[src/rtl/aire_ctrl_param.sv]
// Air-conditioner supervisor: an on/check/run/fault state machine, per-button debouncers,
// and fan-speed/setpoint/mode setting registers. The outputs are zeroed outside RUN.
module aire_ctrl_param #(
  parameter int unsigned N_VEL     = 4,
  parameter int unsigned N_TEMP    = 8,
  parameter int unsigned TEMP_INIT = 3,
  parameter int unsigned N_MODE    = 3,
  parameter int unsigned DEB_CYC   = 4,
  parameter int unsigned CHK_CYC   = 2,
  parameter int unsigned CHK_TO    = 16
) (
  input  logic                      clock,
  input  logic                      reset,
  input  logic                      on,
  input  logic                      pb_vel_up,
  input  logic                      pb_vel_dn,
  input  logic                      pb_tmp_up,
  input  logic                      pb_tmp_dn,
  input  logic                      pb_mode,
  input  logic [2:0]                ok,
  output logic [1:0]                state,
  output logic [$clog2(N_VEL)-1:0]  vel,
  output logic [$clog2(N_TEMP)-1:0] temp,
  output logic [$clog2(N_MODE)-1:0] mode,
  output logic                      disp_en
);

  localparam int unsigned VW = $clog2(N_VEL);
  localparam int unsigned TW = $clog2(N_TEMP);
  localparam int unsigned MW = $clog2(N_MODE);
  localparam int unsigned DW = $clog2(DEB_CYC + 1);
  localparam int unsigned GW = $clog2(CHK_CYC + 1);
  localparam int unsigned CW = $clog2(CHK_TO + 1);
  localparam int unsigned NB = 5;

  // Bit positions of the buttons inside the packed debouncer vectors
  localparam int unsigned BVelUp = 4;
  localparam int unsigned BVelDn = 3;
  localparam int unsigned BTmpUp = 2;
  localparam int unsigned BTmpDn = 1;
  localparam int unsigned BMode  = 0;

  typedef enum logic [1:0] {
    StOff   = 2'b00,
    StCheck = 2'b01,
    StFault = 2'b10,
    StRun   = 2'b11
  } state_e;

  state_e st_q, st_d;
  logic [GW-1:0] good_q, good_d;
  logic [CW-1:0] chk_q, chk_d;

  logic [NB-1:0] raw;
  logic [NB-1:0] lvl_q, lvl_d;
  logic [NB-1:0] pls_q, pls_d;
  logic [DW-1:0] dcnt_q [NB];
  logic [DW-1:0] dcnt_d [NB];

  logic [VW-1:0] vel_q, vel_d;
  logic [TW-1:0] temp_q, temp_d;
  logic [MW-1:0] mode_q, mode_d;
  logic          run;

  assign raw = {pb_vel_up, pb_vel_dn, pb_tmp_up, pb_tmp_dn, pb_mode};

  // Debouncers: a level change is accepted after DEB_CYC consecutive differing samples
  always_comb begin
    for (int i = 0; i < NB; i++) begin
      lvl_d[i]  = lvl_q[i];
      pls_d[i]  = 1'b0;
      dcnt_d[i] = '0;
      if (raw[i] != lvl_q[i]) begin
        if (dcnt_q[i] == DW'(DEB_CYC - 1)) begin
          lvl_d[i] = raw[i];
          pls_d[i] = raw[i];
        end else begin
          dcnt_d[i] = dcnt_q[i] + DW'(1);
        end
      end
    end
  end

  always_ff @(posedge clock) begin
    if (reset) begin
      lvl_q <= '0;
      pls_q <= '0;
      for (int i = 0; i < NB; i++) dcnt_q[i] <= '0;
    end else begin
      lvl_q <= lvl_d;
      pls_q <= pls_d;
      for (int i = 0; i < NB; i++) dcnt_q[i] <= dcnt_d[i];
    end
  end

  // Supervisor; check counters only count while in CHECK and are zero on entry
  always_comb begin
    st_d   = st_q;
    good_d = '0;
    chk_d  = '0;
    if (!on) begin
      st_d = StOff;
    end else begin
      unique case (st_q)
        StOff: st_d = StCheck;
        StCheck: begin
          good_d = (ok == 3'b111) ? good_q + GW'(1) : '0;
          chk_d  = chk_q + CW'(1);
          if (good_d == GW'(CHK_CYC)) begin
            st_d = StRun;
          end else if (chk_d == CW'(CHK_TO)) begin
            st_d = StFault;
          end
        end
        StRun: begin
          if (ok != 3'b111) st_d = StFault;
        end
        StFault: st_d = StFault;
        default: st_d = StOff;
      endcase
    end
  end

  always_ff @(posedge clock) begin
    if (reset) begin
      st_q   <= StOff;
      good_q <= '0;
      chk_q  <= '0;
    end else begin
      st_q   <= st_d;
      good_q <= good_d;
      chk_q  <= chk_d;
    end
  end

  // Settings follow the current state, so a pulse on the edge that leaves RUN still lands
  always_comb begin
    vel_d  = vel_q;
    temp_d = temp_q;
    mode_d = mode_q;
    if (st_q == StRun) begin
      if (pls_q[BVelUp] && !pls_q[BVelDn] && (vel_q != VW'(N_VEL - 1))) begin
        vel_d = vel_q + VW'(1);
      end else if (pls_q[BVelDn] && !pls_q[BVelUp] && (vel_q != '0)) begin
        vel_d = vel_q - VW'(1);
      end
      if (pls_q[BTmpUp] && !pls_q[BTmpDn] && (temp_q != TW'(N_TEMP - 1))) begin
        temp_d = temp_q + TW'(1);
      end else if (pls_q[BTmpDn] && !pls_q[BTmpUp] && (temp_q != '0)) begin
        temp_d = temp_q - TW'(1);
      end
      if (pls_q[BMode]) begin
        mode_d = (mode_q == MW'(N_MODE - 1)) ? '0 : mode_q + MW'(1);
      end
    end
  end

  always_ff @(posedge clock) begin
    if (reset) begin
      vel_q  <= '0;
      temp_q <= TW'(TEMP_INIT);
      mode_q <= '0;
    end else begin
      vel_q  <= vel_d;
      temp_q <= temp_d;
      mode_q <= mode_d;
    end
  end

  always_comb begin
    run     = (st_q == StRun);
    state   = st_q;
    disp_en = run;
    vel     = run ? vel_q  : '0;
    temp    = run ? temp_q : '0;
    mode    = run ? mode_q : '0;
  end

endmodule

[config.mk]
export PLATFORM = sky130hd
export DESIGN_NAME = aire_ctrl_param
export DESIGN_NICKNAME = d
export VERILOG_FILES = /design/src/rtl/aire_ctrl_param.sv
export SDC_FILE = /design/constraint.sdc
export NUM_CORES = 1
export LEC_CHECK = 0
export BUFFER_PORTS_ARGS = -buffer_cell sky130_fd_sc_hd__buf_2
export CAP_MARGIN = 20
export CORE_MARGIN = 8
export CORE_UTILIZATION = 50
export CTS_CLUSTER_DIAMETER = 50
export DETAILED_ROUTE_END_ITERATION = 12
export PLACE_DENSITY_LB_ADDON = 0.05
export SETUP_SLACK_MARGIN = 0.15
export SYNTH_ARGS = -nofsm -noshare
export SYNTH_HDL_FRONTEND = slang
export SYNTH_SLANG_ARGS = --single-unit
[constraint.sdc]
create_clock -name clock -period 2.65 [get_ports clock]
set_input_delay 0.53 -clock clock [delete_from_list [all_inputs] [get_ports clock]]
set_output_delay 0.53 -clock clock [all_outputs]
set_load 0.01 [all_outputs]
==> qor.yml <==
n_fill_cell: 308
worstSetupStartpointType: "flop"
setup.worst_path.end_class: "output port"
arrival_ns: 1.41
dr.pass1.iters: 4
pin_count: 21
synth-seq-area-share_pct: 47.0
layout-drive-gt1-share_pct: 15.9
fin_nets: 230
met3WireLength_um: 254
syn_to_final_growth_pct: 13.3
grt_pass1_vias: 1184
reg2reg_slack_ns: 0.78
globalplace.congestion: 0.814
cts_tree: "done"
synth.largest_area_cell: "dfxtp_1"
dieArea_um2: 5640
synthCells: 183
critPathRequiredTime_ns: 2.12
synthArstFlopShare_pct: 0
clock_power_share_pct: 38.3
skew_ns: 0.0107
grt_pass1_wl_um: 4940
synth_edf_count: 0
path_clk_slew_ns: 0.12
clk_path_buf_depth: 2
core_area_um2: 3340
highest_layer: "met4"
syn-num-nets: 207
power_frac_comb_pct: 4.2
status: "finished clean"
die_h_um: 75.1
finalHoldViolCount: 0
min_path_cells: 1
routed-via-count: 1313
setup_viol: 0
fmax_mhz: 514
insertedDiodeCount: 0
cp_max_fo: 15
vias_per_cell: 5.19
routed_wl_um: 2950
power_frac_seq_pct: 57.5
drt-met1-wl_um: 1330
r2r-start: "state[1]"
p_leak_uw: 0.000843
rr_worst_depth: 4
finalSetupTns_ns: 0
wl_per_cell_um: 11.6
clock_latency_ns: 0.35
cts.htree.levels: 2
synth_cell_type_count: 36
power.density_nw_per_um2: 558
ys_warn_count: 0
grt-ovfl-total: 0
p_sw_uw: 231
finalCritPeriodShare_pct: 73.4
yosysTopAreaCellShare_pct: 47.0
wl_met2_um: 1320
worstHoldEndpoint: "dcnt_q[0][12]"
maxSlewViolCount: 0
max-cap-violations: 0
syn_area_um2: 1750
ys_seq_elements: 41
synth_area_leaders: "dfxtp_1 (47%), ha_1 (8.6%), nor2_1 (7.3%)"
cts_setup_buffers: 0
rsz0062_at_grt: "false"
drtIter0Drc: 74
post_dp_cell_area_um2: 1890
hold_path.class: "flop to flop"
p_sw_share_pct: 20.9
worstReg2RegEnd: "temp_q[2]"
fin_area_um2: 1980
synth_flop_cell: "dfxtp_1"
multi_input_area_um2: 862
io_buffers: 20
cts_hold_buf: 0
slew_headroom_pct: 73.0
fp.dieW_um: 75.1
antenna_found_initial: 0
hold_path_startpoint: "dcnt_q[0][12]"
grt_max_degree: 24
regArea_um2: 821
drc: 0
clock-sinks: 41
post_cts_resized: 0
initial_core_util_pct: 52.3
worstSetupPathType: "flop to output port"
min_period_ns: 1.94
cts-root-buf: "clkbuf_4"
postRouteAntennaNets: 0
p_int_uw: 872
cts_inserted_buffers: 5
grt_use_total_pct: 11.7
avgSynthCellArea_um2: 9.54
worst_pin_slew_ns: 0.404
hpwl_um: 2220
rows: 21
ir_drop_mv: 0.588
[worst max path at each step]
stage,endpoint,from,slack [ns],cells after the start
after detailed placement,temp_q[2],state[1],0.79,4
after global placement,temp_q[2],state[1],0.86,4
after CTS,disp_en,state[1],0.68,3
final,disp_en,state[1],0.71,3
after global routing,disp_en,state[1],0.58,3
after floorplan,temp_q[2],state[1],1.03,4
[cells by family (layout without fill, tap and decap cells)]
kind of cell	after synthesis	in the layout	share of synthesized area (%)
buffers and inverters	17	41	3.65
AO/OA/AOI/OAI	17	17	6.30
flip-flops	41	41	47.0
AND/OR/NAND/NOR	79	79	24.7
XOR/XNOR	9	9	4.51
adder cells (fa/ha/maj)	13	13	9.74
multiplexers	7	7	4.08
[state kept, by name, summed over array words and instances (netlist names)]
signal and flops:
mode_q 2, state 2, pls_q 5, dcnt_q 15, temp_q 3, good_q 2, chk_q 5, vel_q 2
lvl_q 5
[through the flow]
step                worst slack [ns]  total power, uW  cells  utilization (%)  hold WS, ns
CTS                            0.682             1120    253             59.3        0.427
global route                   0.584             1160    253             59.3        0.411
floorplan                       1.03              677    183                -        0.399
detailed placement             0.788              695    245             56.6        0.412
global placement               0.859              690    245             56.6        0.406
finish                         0.706             1100    253             59.3        0.432
[layout make-up]
class / count / share of cell area [%]
multi-input combinational: 125 / 43.6
timing repair buffer: 20 / 5.06
clock inverter: 2 / 1.90
inverter: 13 / 2.47
clock buffer: 6 / 2.59
sequential: 41 / 41.5
tap: 46 / 2.91
[power groups by stage]
stage	Sequential (uW)	Clock, uW	Combinational (uW)
floorplan	646	0	31.2
global placement	647	0	43.4
detailed placement	648	0	46.9
CTS	634	437	47.0
global route	636	469	53.5
finish	634	423	46.4
[layer usage]
metal  track usage, %  vias to the layer above
li1                 -                      672
met1             13.2                      603
met2             17.9                       32
met3             3.99                        6
met4             8.91                        0
met5                0                        -
[critical path, stage by stage (launching register included)]
cell     delay [ns]
dfxtp_1        0.59
nand2_2        0.15
inv_1          0.16
buf_2          0.16
[layout by cell type (no fill, tap or decap), types with 2 or more instances in the layout]
| cell | count |
|---|---|
| a21oi_1 | 6 |
| and3_1 | 8 |
| and3b_1 | 2 |
| buf_2 | 20 |
| clkbuf_4 | 5 |
| dfxtp_1 | 41 |
| ha_1 | 12 |
| inv_1 | 13 |
| mux2i_1 | 6 |
| nand2_1 | 6 |
| nand2b_1 | 2 |
| nand3_1 | 7 |
| nor2_1 | 34 |
| nor3_1 | 2 |
| nor4bb_1 | 5 |
| o21ai_0 | 4 |
| or3_1 | 5 |
| xnor2_1 | 7 |
| xor2_1 | 2 |
[Yosys cell counts (all sizes together), types with 2 or more instances]
| cell | count |
|---|---|
| dfxtp | 41 |
| clkbuf | 3 |
| inv | 13 |
| mux2i | 6 |
| and3b | 2 |
| nor4bb | 5 |
| and3 | 8 |
| nand2 | 7 |
| a21oi | 6 |
| nand2b | 2 |
| xor2 | 2 |
| nor3 | 2 |
| xnor2 | 7 |
| nor2 | 34 |
| or3 | 5 |
| nand3 | 7 |
| ha | 12 |
| o21ai | 4 |
Power figures use the tool's default switching activity.
